### config.mk
export PLATFORM = sky130hd
export DESIGN_NAME = bcd_alu_seq
export DESIGN_NICKNAME = d
export VERILOG_FILES = /design/src/rtl/calc_pkg.sv /design/src/rtl/bcd_digit_alu.sv /design/src/rtl/bcd_alu_seq.sv
export SDC_FILE = /design/constraint.sdc
export NUM_CORES = 1
export LEC_CHECK = 0
export BUFFER_PORTS_ARGS = -buffer_cell sky130_fd_sc_hd__buf_2
export CORE_ASPECT_RATIO = 1.5
export CORE_MARGIN = 4
export CORE_UTILIZATION = 23
export CTS_BUF_LIST = sky130_fd_sc_hd__clkbuf_4 sky130_fd_sc_hd__clkbuf_8
export DETAILED_ROUTE_END_ITERATION = 8
export PLACE_DENSITY_LB_ADDON = 0.25
export SLEW_MARGIN = 0
export SYNTH_ARGS = -nofsm -noshare
export SYNTH_HDL_FRONTEND = slang
export SYNTH_SLANG_ARGS = --single-unit
### constraint.sdc
create_clock -name clk -period 4.93 [get_ports clk]
set_input_delay 0.7395 -clock clk [delete_from_list [all_inputs] [get_ports clk]]
set_output_delay 0.7395 -clock clk [all_outputs]
set_load 0.005 [all_outputs]
### src/rtl/calc_pkg.sv
// Shared constants for the RPN calculator datapath: op codes, error codes,
// sequencer state encoding and the stack key codes.
package calc_pkg;

  localparam logic OP_ADD = 1'b0;
  localparam logic OP_SUB = 1'b1;

  typedef enum logic [1:0] {
    ERR_NONE = 2'b00,
    ERR_OVF  = 2'b01,
    ERR_NEG  = 2'b10,
    ERR_BCD  = 2'b11
  } err_e;

  typedef enum logic [1:0] {
    ST_IDLE  = 2'b00,
    ST_CHECK = 2'b01,
    ST_CALC  = 2'b10,
    ST_DONE  = 2'b11
  } state_e;

  localparam logic [3:0] BCD_MAX = 4'd9;

  localparam logic [4:0] KEY_PLUS  = 5'b10000;
  localparam logic [4:0] KEY_MINUS = 5'b10001;

endpackage

### src/rtl/bcd_digit_alu.sv
// Single-digit BCD adder/subtractor with carry/borrow in and out.
module bcd_digit_alu
  import calc_pkg::*;
(
  input  logic [3:0] a,
  input  logic [3:0] b,
  input  logic       cin,
  input  logic       sub,
  output logic [3:0] d,
  output logic       cout
);

  logic [4:0] s;
  logic [4:0] t;

  always_comb begin
    s    = {1'b0, a} + {1'b0, b} + {4'b0, cin};
    t    = {1'b0, a} - {1'b0, b} - {4'b0, cin};
    d    = s[3:0];
    cout = 1'b0;
    if (sub) begin
      // t[4] is the sign: a - b - c stays within -16..15
      if (t[4]) begin
        d    = t[3:0] + 4'd10;
        cout = 1'b1;
      end else begin
        d    = t[3:0];
      end
    end else if (s > {1'b0, BCD_MAX}) begin
      // s - 10 modulo 16 equals s + 6
      d    = s[3:0] + 4'd6;
      cout = 1'b1;
    end
  end

endmodule

### src/rtl/bcd_alu_seq.sv
// Digit-serial packed-BCD add/subtract engine serving the stack's PLUS/MINUS
// keys: one digit per cycle, fixed latency, error code for the display.
module bcd_alu_seq
  import calc_pkg::*;
#(
  parameter int NDIG = 4,
  parameter int IDXW = 2
) (
  input  logic              clk,
  input  logic              rst,
  input  logic              start,
  input  logic              op_sel,
  input  logic [4*NDIG-1:0] op_a,
  input  logic [4*NDIG-1:0] op_b,
  output logic              busy,
  output logic              done,
  output logic [4*NDIG-1:0] result,
  output logic [1:0]        err
);

  state_e            state_q, state_d;
  logic [4*NDIG-1:0] a_q, a_d, b_q, b_d;
  logic [4*NDIG-1:0] acc_q, acc_d, result_q, result_d;
  logic              sub_q, sub_d, carry_q, carry_d, inv_q, inv_d;
  logic [IDXW-1:0]   idx_q, idx_d;
  err_e              err_q, err_d;

  logic [3:0] dig_a, dig_b, dig_d;
  logic       dig_cout;
  logic       bad_digit;

  assign dig_a = a_q[{idx_q, 2'b00} +: 4];
  assign dig_b = b_q[{idx_q, 2'b00} +: 4];

  bcd_digit_alu u_digit (
    .a    (dig_a),
    .b    (dig_b),
    .cin  (carry_q),
    .sub  (sub_q),
    .d    (dig_d),
    .cout (dig_cout)
  );

  always_comb begin
    bad_digit = 1'b0;
    for (int i = 0; i < NDIG; i++) begin
      if (a_q[4*i +: 4] > BCD_MAX || b_q[4*i +: 4] > BCD_MAX) bad_digit = 1'b1;
    end
  end

  always_comb begin
    state_d  = state_q;
    a_d      = a_q;
    b_d      = b_q;
    sub_d    = sub_q;
    acc_d    = acc_q;
    result_d = result_q;
    carry_d  = carry_q;
    inv_d    = inv_q;
    idx_d    = idx_q;
    err_d    = err_q;
    case (state_q)
      ST_IDLE: begin
        if (start) begin
          a_d     = op_a;
          b_d     = op_b;
          sub_d   = op_sel;
          err_d   = ERR_NONE;
          state_d = ST_CHECK;
        end
      end
      ST_CHECK: begin
        inv_d   = bad_digit;
        carry_d = 1'b0;
        idx_d   = '0;
        acc_d   = '0;
        state_d = ST_CALC;
      end
      ST_CALC: begin
        acc_d[{idx_q, 2'b00} +: 4] = dig_d;
        carry_d = dig_cout;
        idx_d   = idx_q + 1'b1;
        if (idx_q == IDXW'(NDIG - 1)) begin
          state_d = ST_DONE;
          if (inv_q)                    err_d = ERR_BCD;
          else if (dig_cout && !sub_q)  err_d = ERR_OVF;
          else if (dig_cout && sub_q)   err_d = ERR_NEG;
          else                          err_d = ERR_NONE;
          // the display keeps showing the last good value on any error
          if (err_d == ERR_NONE) result_d = acc_d;
        end
      end
      ST_DONE: state_d = ST_IDLE;
      default: state_d = ST_IDLE;
    endcase
  end

  always_ff @(posedge clk) begin
    if (rst) begin
      state_q  <= ST_IDLE;
      a_q      <= '0;
      b_q      <= '0;
      sub_q    <= 1'b0;
      acc_q    <= '0;
      result_q <= '0;
      carry_q  <= 1'b0;
      inv_q    <= 1'b0;
      idx_q    <= '0;
      err_q    <= ERR_NONE;
    end else begin
      state_q  <= state_d;
      a_q      <= a_d;
      b_q      <= b_d;
      sub_q    <= sub_d;
      acc_q    <= acc_d;
      result_q <= result_d;
      carry_q  <= carry_d;
      inv_q    <= inv_d;
      idx_q    <= idx_d;
      err_q    <= err_d;
    end
  end

  assign busy   = (state_q != ST_IDLE);
  assign done   = (state_q == ST_DONE);
  assign result = result_q;
  assign err    = err_q;

endmodule

# Word-level counts from Yosys, hierarchy flattened
# Index checks and enable logic that the tools add are counted.
# word_totals
ff_bits	73
latch_bits	0
ram_bits	0
romBits	0
input_bits	36
out_inout_bits	20
wordCells	78
n_memories	0
# classes
n_addsub	8
n_mul	0
n_div	0
order_cmp	9
n_eq_ne	6
shifts	4
muxes	25
n_bitwise	0
n_reduce_logical	16
# op_table
op	n
$gt A4 B4 Y1 const B	8
$pmux W16 S2	1
$shiftx A16 B5 Y4	2
$mux W2	9
$bwmux W16	1
$shift A4 B6 Y16 const A	1
$shiftx A4 B6 Y16	1
$mux W4	3
$pmux W2 S2	2
$pmux W2 S4	1
$mux W1	7
$eq A2 B2 Y1 const B	3
$neg A4 Y6	1
$reduce_and A3 Y1	2
$reduce_bool A2 Y1	3
$add A4 B4 Y5	1
$add A5 B1 Y5	1
$gt A5 B4 Y1 const B	1
$sub A4 B4 Y5	1
$sub A5 B1 Y5	1
$add A4 B3 Y4 const B	1
$add A4 B4 Y4 const B	1
$logic_not A2 Y1	2
$logic_or A1 B1 Y1	4
7 further kinds	10

# Logic depth before layout (Yosys ltp)
# Gate-level depths: netlist (run 1).
# logic_depth
word_depth	14
depth_mapped	14

# Modules after synthesis
# Synthesis (run 1) repeated with hierarchy kept, for this count alone.
# hier_totals
cells_unflattened	468
hier_area_um2	3991.3
# by_module_without_submodules
mod	instances	cells_per_inst	area_per_inst_um2	seq_area_each_um2
bcd_alu_seq	1	396	3412.0	1461.4
bcd_digit_alu	1	72	579.3	0.0

# Worst setup path after synthesis (run 1)
# Ideal clock, no wire load.
# synth_timing
kind	register -> register
from	register idx_q[0]
to	register result_q[1], in the netlist result[1]
arrival_ps	3818
path_slack_ps	1036
path_stages_with_launch	13
period_less_slack_ps	3894
cell_sequence	dfxtp_1 > clkbuf_1 > mux4_2 > fa_1 > fa_1 > xor2_1 > ha_1 > inv_1 > o221ai_1 > and2_0 > a221o_1 > or3b_4 > o22ai_1
# synth_via
elab_chain_cells	14
word_cells_on_any_way	29
# synth_rtl
element	line	source
from (decl)	bcd_alu_seq.sv:25	logic [IDXW-1:0] idx_q, idx_d;
from (signal assigned)	bcd_alu_seq.sv:119	idx_q <= idx_d;
$shiftx A16 B5 Y4, on equally long branches	bcd_alu_seq.sv:32, bcd_alu_seq.sv:33	
$add A4 B4 Y5	bcd_digit_alu.sv:17	s = {1'b0, a} + {1'b0, b} + {4'b0, cin};
$add A5 B1 Y5	bcd_digit_alu.sv:17	
$gt A5 B4 Y1	bcd_digit_alu.sv:29	end else if (s > {1'b0, BCD_MAX}) begin
$mux W1	bcd_digit_alu.sv:29	
$mux W1	bcd_digit_alu.sv:21	if (sub) begin
$logic_and A1 B1 Y1	bcd_alu_seq.sv:87	else if (dig_cout && sub_q) err_d = ERR_NEG;
$mux W2	bcd_alu_seq.sv:87	
$mux W2	bcd_alu_seq.sv:86	else if (dig_cout && !sub_q) err_d = ERR_OVF;
$mux W2	bcd_alu_seq.sv:85	if (inv_q) err_d = ERR_BCD;
$mux W2	bcd_alu_seq.sv:83	if (idx_q == IDXW'(NDIG - 1)) begin
$mux W2	bcd_alu_seq.sv:62	case (state_q)
$logic_not A2 Y1	bcd_alu_seq.sv:90	if (err_d == ERR_NONE) result_d = acc_d;
$reduce_and A3 Y1 (no source line)	-	
to (signal assigned)	bcd_alu_seq.sv:116	result_q <= result_d;
to (decl)	bcd_alu_seq.sv:23	logic [4*NDIG-1:0] acc_q, acc_d, result_q, result_d;
# Several ways; a longest one is shown, not always the timed one. The select of a mux whose other input is x is not followed.
# A chain may end at the register's enable or synchronous reset.

# Worst setup path after layout (run 1)
# layout_timing
from	register idx_q[0]
to	register result_q[9], in the netlist result[9]
# The elaborated chain is that of the path after synthesis.

==> impl_metrics.json, run 1 <==
{
  "outcome": "finished, final reports clean",
  "fmax_mhz": 240,
  "power_density_mw_per_mm2": 460,
  "synth_top_area_share_pct": 38.5,
  "drive_gt1_share_pct": 17.7,
  "grt_pass1_vias": 3341,
  "synthTopCellsByCount": "nand2_1 (86), dfxtp_1 (73), a21oi_1 (50)",
  "die_area_sq_mm": 0.0187,
  "reg2reg_slack_ns": 0.77,
  "multi_input_area_sq_mm": 0.00217,
  "core_area_sq_mm": 0.0162,
  "cts_setup_buffers": 0,
  "routabilityCongestion": 0.827,
  "nets": 564,
  "maxSlewHeadroom_pct": 28.7,
  "post-route-period-util_pct": 84.4,
  "cpLargestDelayFamily": "adder cells",
  "start_util_pct": 23.4,
  "hold_class": "reg2reg",
  "cp-start-kind": "flip-flop",
  "path_common_cell": "fa_1",
  "r2r_start": "idx_q[0]",
  "critical_path_class": "reg2reg",
  "seq_area_frac_synth_pct": 38.5,
  "num_rows": 57,
  "die_w_um": 113,
  "routed-via-count": 3299,
  "slew_viol_final": 0,
  "firstDrtPassIters": 4,
  "power.static_leakage_uw": 0.00171,
  "cts_hold_buffers": 0,
  "cts_root_buf": "clkbuf_8",
  "vdd_drop_max_v": 0.000188,
  "cts_resized": 0,
  "grt_pass1_wl_um": 17000,
  "cts_buffers": 9,
  "cp-end-kind": "flip-flop",
  "cts.sinks": 73,
  "syn_to_final_growth_pct": 18.4,
  "grt_max_degree": 46,
  "ys_seq_elements": 73,
  "period_needed_ns": 4.16,
  "critPathArrivalTime_ns": 4.39,
  "yosys_warnings": 0,
  "ff2ff_path_depth": 12,
  "io_pins": 56,
  "synth_cell_type_count": 47,
  "tightest_slew_ns": 1.07,
  "final_area_sq_mm": 0.00449,
  "worst_slack_ns": 0.770,
  "postPlaceCellArea_sq_mm": 0.00427,
  "crit_path_start": "idx_q[0]",
  "syn-num-nets": 517,
  "synth.top_cells.by_area": "dfxtp_1 (39%), nand2_1 (8.5%), a21oi_1 (6.6%), ha_1 (6.6%), mux4_2 (4.7%)",
  "required_ns": 5.16,
  "clock_path_buffers": 2,
  "synth_top_flop_cell": "dfxtp_1",
  "drt_first_iter_violations": 111,
  "pre_cts_ws_ns": 0.755,
  "hold_viol": 0,
  "rsz0062_at_grt": "false",
  "crit_chain": "mux4_2 > fa_1 > fa_1 > xor2_1 > ha_1 > inv_1 > o221ai_1 > a22oi_1 > nor3_2 > buf_4 > mux2i_1 > o22ai_1",
  "synthesis.area_sq_mm": 0.00379,
  "slowest_stage": "mux4_2",
  "clk_latency_ns": 0.36,
  "postRouteAntennaNets": 0,
  "yosysTopAreaCell": "dfxtp_1",
  "layout.area.seq_sq_mm": 0.00146,
  "cts_tree": "built",
  "io_buffer_count": 55,
  "finalSetupViolCount": 0,
  "grt-ovfl-total": 0,
  "r2r_end": "result[9]",
  "async_reset_ff_share_pct": 0,
  "path_buf_inv": 2,
  "fin_util_pct": 27.8,
  "critical_path.max_stage_delay_ns": 0.59,
  "grt.total_usage_pct": 11.5,
  "synth-edff-count": 0,
  "avgSynthCellArea_sq_um": 8.30,
  "cp-endpoint": "result[9]",
  "synth_most_common_cell": "nand2_1",
  "fill_cells": 1771,
  "antenna_found_initial": 0,
  "critical_path_cell_count": 12,
  "worst_hold_slack_ns": 0.458,
  "fin_tns_setup_ns": 0,
  "cp_max_fo": 22,
  "post_drt_wl_per_cell_um": 14.5,
  "cap_violations": 0,
  "synthCells": 457,
  "clock_skew_ns": 0.0114,
  "n_antenna_cell": 0,
  "routed_wl_um": 10400,
  "hpwl_um": 8130,
  "dieHeight_um": 165,
  "ctsHtreeMaxLevel": 3,
  "clkTransAtPathRegs_ns": 0.08,
  "viasPerCell": 4.61,
  "drc": 0
}
tightest hold or removal path, delay by kind of cell (launching register included):
kind / cells / cell delay [ns]
compound gates: 1 / 0.05
flops: 1 / 0.31
simple gates: 1 / 0.05
metrics by stage:
stage,power [uW],std cells
2_1_floorplan,1330,457
3_3_place_gp,1540,699
3_5_place_dp,1560,699
4_1_cts,2100,715
5_1_grt,2230,715
6_report,2070,715
final cells by class:
cell class	instances	share of cell area [%]
multi-input combinational	341	48.2
sequential	73	32.5
timing repair buffer	59	6.79
tap	206	5.73
clock buffer	11	3.37
clock inverter	5	1.73
inverter	20	1.67
per-layer routing:
layer  global-route usage [%]  wire length (um)
met4                     4.54               257
met5                        0                 0
met1                     12.7              4310
met3                     2.48               347
met2                     21.3              5480
cell families after synthesis:
kind of cell	synth area share, %
muxes	6.33
DFF	38.5
and+or+nand+nor	21.4
buffers and inverters	4.55
xor gates and xnor gates	2.04
adders and majority gates	8.70
AOI/OAI and AO/OA	18.5
cell usage in the layout, fill, tap and decap left out, types with 8 or more instances in the layout:
cell type / n
a311oi_1: 9
nand3_1: 8
mux4_2: 8
nand2_1: 86
nor2b_1: 9
inv_1: 19
ha_1: 20
a21oi_1: 50
clkbuf_8: 11
nor2_1: 43
nand2b_1: 11
dfxtp_1: 73
o21ai_0: 22
buf_2: 55
o22ai_1: 9
worst min path at each step:
stage	from	endpoint	slack (ns)	cells past startpoint
final	a_q[0]	a_q[0]	0.46	2
after CTS	b_q[4]	b_q[4]	0.46	2
after global placement	acc_q[3]	acc_q[3]	0.44	2
after floorplan	acc_q[11]	acc_q[11]	0.43	2
after global routing	b_q[0]	b_q[0]	0.48	2
after detailed placement	acc_q[15]	acc_q[15]	0.44	2
state kept, by name, indices dropped and copies added, names as in the netlist:
name and cells:
carry_q 1, state_q 2, idx_q 2, sub_q 1
b_q 16, acc_q 16, err 2, a_q 16
inv_q 1, result 16
where the power goes:
group | switching, uW | internal [uW]
sequential | 58.2 | 656
combinational | 518 | 295
clock | 231 | 311
Power figures use the tool's default switching activity.
==> run 2: changes to the inputs <==
- clock period: 4.93 -> 3.51 ns (I/O delays scaled with it)
==> run 2 against run 1 <==
Compared with the run above:
- sequential cell count unchanged
- total power up 48%
- the run now ends with negative setup slack left
- first-iteration DRC count rose by 7.2%
==> impl_metrics.json, run 2 (synthesized netlist as in run 1, its figures left out) <==
{
  "power_density_mw_per_mm2": 651,
  "num_rows": 57,
  "critical_path_class": "reg2reg",
  "io_pins": 56,
  "grt_pass1_wl_um": 17800,
  "power.static_leakage_uw": 0.00178,
  "fin_tns_setup_ns": -0.0560,
  "vdd_drop_max_v": 0.000206,
  "grt_max_degree": 52,
  "drive_gt1_share_pct": 24.0,
  "ctsHtreeMaxLevel": 3,
  "antenna_found_initial": 0,
  "clock_power_share_pct": 22.0,
  "syn_to_final_growth_pct": 24.0,
  "clock_path_buffers": 2,
  "drc": 0,
  "slowest_stage": "fa_2",
  "core_area_sq_mm": 0.0162,
  "fin_util_pct": 29.1,
  "cp-end-kind": "flip-flop",
  "cts_tree": "built",
  "cts.sinks": 73,
  "netSwitchingFraction_pct": 39.6,
  "clkTransAtPathRegs_ns": 0.08,
  "die_w_um": 113,
  "hpwl_um": 8410,
  "grt-ovfl-total": 0,
  "layout_common_cells": "nand2_1 (86), dfxtp_1 (71), buf_2 (55)",
  "slew_viol_final": 0,
  "die_area_sq_mm": 0.0187,
  "start_util_pct": 23.4,
  "finalSetupViolCount": 3,
  "n_antenna_cell": 0,
  "cap_violations": 0,
  "cts_buffers": 9,
  "io_buffer_count": 55,
  "outcome": "finished with violations",
  "critPathArrivalTime_ns": 3.81,
  "rsz0062_at_grt": "true",
  "tightest_slew_ns": 1.07,
  "clock_skew_ns": 0.0156,
  "grt_pass1_vias": 3576,
  "cp_max_fo": 4,
  "firstDrtPassIters": 4,
  "path_buf_inv": 2,
  "clk_latency_ns": 0.36,
  "worst_slack_ns": -0.0321,
  "grt.total_usage_pct": 12.1,
  "cts_root_buf": "clkbuf_8",
  "cpLargestDelayFamily": "adder cells",
  "hold_class": "in2reg",
  "routed-via-count": 3417,
  "nets": 581,
  "crit_chain": "mux4_2 > fa_2 > fa_2 > inv_2 > ha_4 > inv_4 > o221ai_4 > and2_4 > a221o_1 > or3b_4 > o22ai_1",
  "viasPerCell": 4.67,
  "routabilityCongestion": 0.877,
  "maxSlewHeadroom_pct": 28.7,
  "seqPwrFrac_pct": 32.7,
  "combPwrFrac_pct": 45.3,
  "post-route-period-util_pct": 101,
  "routed_wl_um": 10900,
  "period_needed_ns": 3.54,
  "hold_viol": 0,
  "cellInternalPower_uw": 1850,
  "mostFrequentLayoutCell": "nand2_1",
  "drt_first_iter_violations": 119,
  "path_common_cell": "fa_2",
  "violations": "negative setup slack",
  "critical_path.max_stage_delay_ns": 0.57,
  "required_ns": 3.78,
  "power_switching_uw": 1210,
  "fmax_mhz": 282,
  "dieHeight_um": 165,
  "cts_hold_buffers": 0,
  "postRouteAntennaNets": 0,
  "post_drt_wl_per_cell_um": 14.9,
  "cp-start-kind": "flip-flop"
}
[run 2: cell type report]
type | instances | area (sq um)
fill | 1716 | 11500
inverter | 20 | 77.6
multi-input combinational | 341 | 2260
sequential | 73 | 1460
timing repair buffer | 76 | 448
clock inverter | 5 | 55.1
tap | 206 | 258
clock buffer | 11 | 145
[run 2: repair_timing]
action | in CTS | in global routing
setup endpoints to repair | 18 | 21
resized for setup | 11 | 11
setup buffers | 7 | 3
pin swaps | 8 | 14
cloned | 0 | 0
[run 2: final timing paths]
check                 start   endpoint  slack, ns  cells after the start
setup / recovery   idx_q[1]  result[1]      -0.03                     11
hold / removal      op_a[1]     a_q[1]       0.41                      3
setup reg to reg   idx_q[1]  result[1]      -0.03                     11
hold reg to reg   acc_q[15]  acc_q[15]       0.46                      2
[run 2: metal layers]
layer	part of all wire [%]	track usage (%)
met1	38	11.9
met5	0	0
met4	3.7	6.78
met3	3.6	2.73
met2	55	23.1
[run 2: power groups by stage]
stage	Sequential (uW)	Combinational, uW	Clock [uW]
floorplan	988	892	0
global placement	1020	1210	0
detailed placement	1020	1230	0
CTS	1000	1330	694
global route	1020	1560	729
finish	1000	1390	673
[run 2: stage by stage]
stage	hold WS (ns)	cells	setup slack [ns]	area [sq um]	total power [uW]
after floorplan	0.426	457	0.000739	3820	1880
after global placement	0.443	706	0.0810	4330	2230
after detailed placement	0.447	706	-0.0925	4330	2250
after CTS	0.385	729	0.00857	4630	3020
after global routing	0.394	732	-0.109	4710	3300
final	0.407	732	-0.0321	4710	3060
[run 2: tightest hold or removal path: stages]
cell	delay [ns]
buf_2	0.10
nand2_1	0.05
a21oi_1	0.05
==> run 3: changes to the inputs <==
- CORE_ASPECT_RATIO: 1.5 -> 1.2
==> run 3 against run 2 <==
Compared with the run above:
- the flow now finishes without violations
- hold slack worse by 0.018 ns
- cell count is 0.27% higher
- sequential share of layout area is 0.22 points higher
- routed wire length is 5.1% lower
- critical path type unchanged
- critical endpoint is now result[9]
- largest power group unchanged
==> impl_metrics.json, run 3 (synthesized netlist as in run 1, its figures left out) <==
{
  "io_pins": 56,
  "hpwl_um": 7720,
  "grt.total_usage_pct": 11.3,
  "period_needed_ns": 3.43,
  "finalSetupViolCount": 0,
  "drive_gt1_share_pct": 23.4,
  "drt_first_iter_violations": 121,
  "maxSlewHeadroom_pct": 29.7,
  "fin_tns_setup_ns": 0,
  "post_drt_wl_per_cell_um": 14.1,
  "vdd_drop_max_v": 0.000252,
  "io_buffer_count": 55,
  "dieHeight_um": 149,
  "routed-via-count": 3294,
  "clock_path_buffers": 2,
  "cts_root_buf": "clkbuf_8",
  "cp_max_fo": 4,
  "critPathArrivalTime_ns": 3.72,
  "firstDrtPassIters": 4,
  "critical_path_class": "reg2reg",
  "path_buf_inv": 2,
  "power_density_mw_per_mm2": 639,
  "routabilityCongestion": 0.824,
  "grt_max_degree": 44,
  "start_util_pct": 23.4,
  "hold_class": "in2reg",
  "cap_violations": 0,
  "clk_latency_ns": 0.37,
  "clkTransAtPathRegs_ns": 0.07,
  "power.static_leakage_uw": 0.00177,
  "grt_pass1_wl_um": 16900,
  "outcome": "finished, final reports clean",
  "fin_total_pwr_uw": 2990,
  "syn_to_final_growth_pct": 23.3,
  "mostFrequentLayoutCell": "nand2_1",
  "required_ns": 3.80,
  "cts_buffers": 9,
  "ctsHtreeMaxLevel": 3,
  "fin_util_pct": 28.9,
  "slowest_stage": "fa_2",
  "tightest_slew_ns": 1.06,
  "die_w_um": 125,
  "grt-ovfl-total": 0,
  "n_antenna_cell": 0,
  "cp-end-kind": "flip-flop",
  "postPlaceCellArea_sq_mm": 0.00435,
  "hold_start": "op_a[1]",
  "die_area_sq_mm": 0.0186,
  "nets": 579,
  "cts.sinks": 73,
  "post-route-period-util_pct": 97.6,
  "viasPerCell": 4.49,
  "grt_pass1_vias": 3367,
  "cp-start-kind": "flip-flop",
  "fmax_mhz": 292,
  "crit_chain": "mux4_2 > fa_2 > fa_2 > inv_2 > ha_4 > inv_2 > o221ai_4 > and2_4 > a221o_1 > or3b_4 > o22ai_1",
  "postRouteAntennaNets": 0,
  "cpLargestDelayFamily": "adder cells",
  "core_area_sq_mm": 0.0162,
  "clock_skew_ns": 0.00819,
  "drc": 0,
  "antenna_found_initial": 0,
  "r2r_start": "idx_q[0]",
  "num_rows": 51,
  "crit_path_start": "idx_q[0]",
  "cts_tree": "built",
  "cts_hold_buffers": 0,
  "worst_slack_ns": 0.0828,
  "final_area_sq_mm": 0.00468,
  "layout_common_cells": "nand2_1 (86), dfxtp_1 (71), buf_2 (55)",
  "slew_viol_final": 0,
  "critical_path.max_stage_delay_ns": 0.56,
  "pre_cts_ws_ns": -0.0694,
  "hold_viol": 0,
  "routed_wl_um": 10400
}
[run 3: what timing repair did]
item	CTS	global route
resized for setup	2	21
pin swaps	2	3
gates cloned	0	0
buffers inserted	1	6
endpoints found under the setup margin	16	22
[run 3: tightest hold or removal path: stages]
cell and delay, ns:
buf_2 0.09, nand2_1 0.04, a21oi_1 0.05
[run 3: final timing paths]
check	to	slack (ns)	depth (start not counted)
hold / removal	a_q[1]	0.39	3
setup / recovery	result[9]	0.08	11
setup reg to reg	result[9]	0.08	11
hold reg to reg	a_q[4]	0.46	2
[run 3: cell type report]
| cell class | instances | area [sq um] |
|---|---|---|
| Fill cell | 1806 | 11500 |
| Multi-Input combinational cell | 341 | 2270 |
| Sequential cell | 73 | 1470 |
| Timing Repair Buffer | 74 | 434 |
| Tap cell | 212 | 265 |
| Clock buffer | 14 | 174 |
| Inverter | 20 | 75.1 |
[run 3: per-layer routing]
layer  global-route usage, %  routed length [um]  up-vias
met3                    3.95                 515       14
met5                       0                   0        -
met4                    3.58                 134        0
met2                    19.1                5090       69
met1                    13.5                4620     1510
li1                        -                   -     1701
[run 3: power by group]
group	internal [uW]	switching, uW
logic	562	818
registers	923	76.3
clock network	312	302
total	1800	1200
[run 3: per-stage QoR]
| stage | hold slack, ns | instances |
|---|---|---|
| 6_report | 0.390 | 734 |
| 5_1_grt | 0.375 | 734 |
| 4_1_cts | 0.362 | 728 |
| 2_1_floorplan | 0.426 | 457 |
| 3_3_place_gp | 0.446 | 713 |
| 3_5_place_dp | 0.446 | 713 |
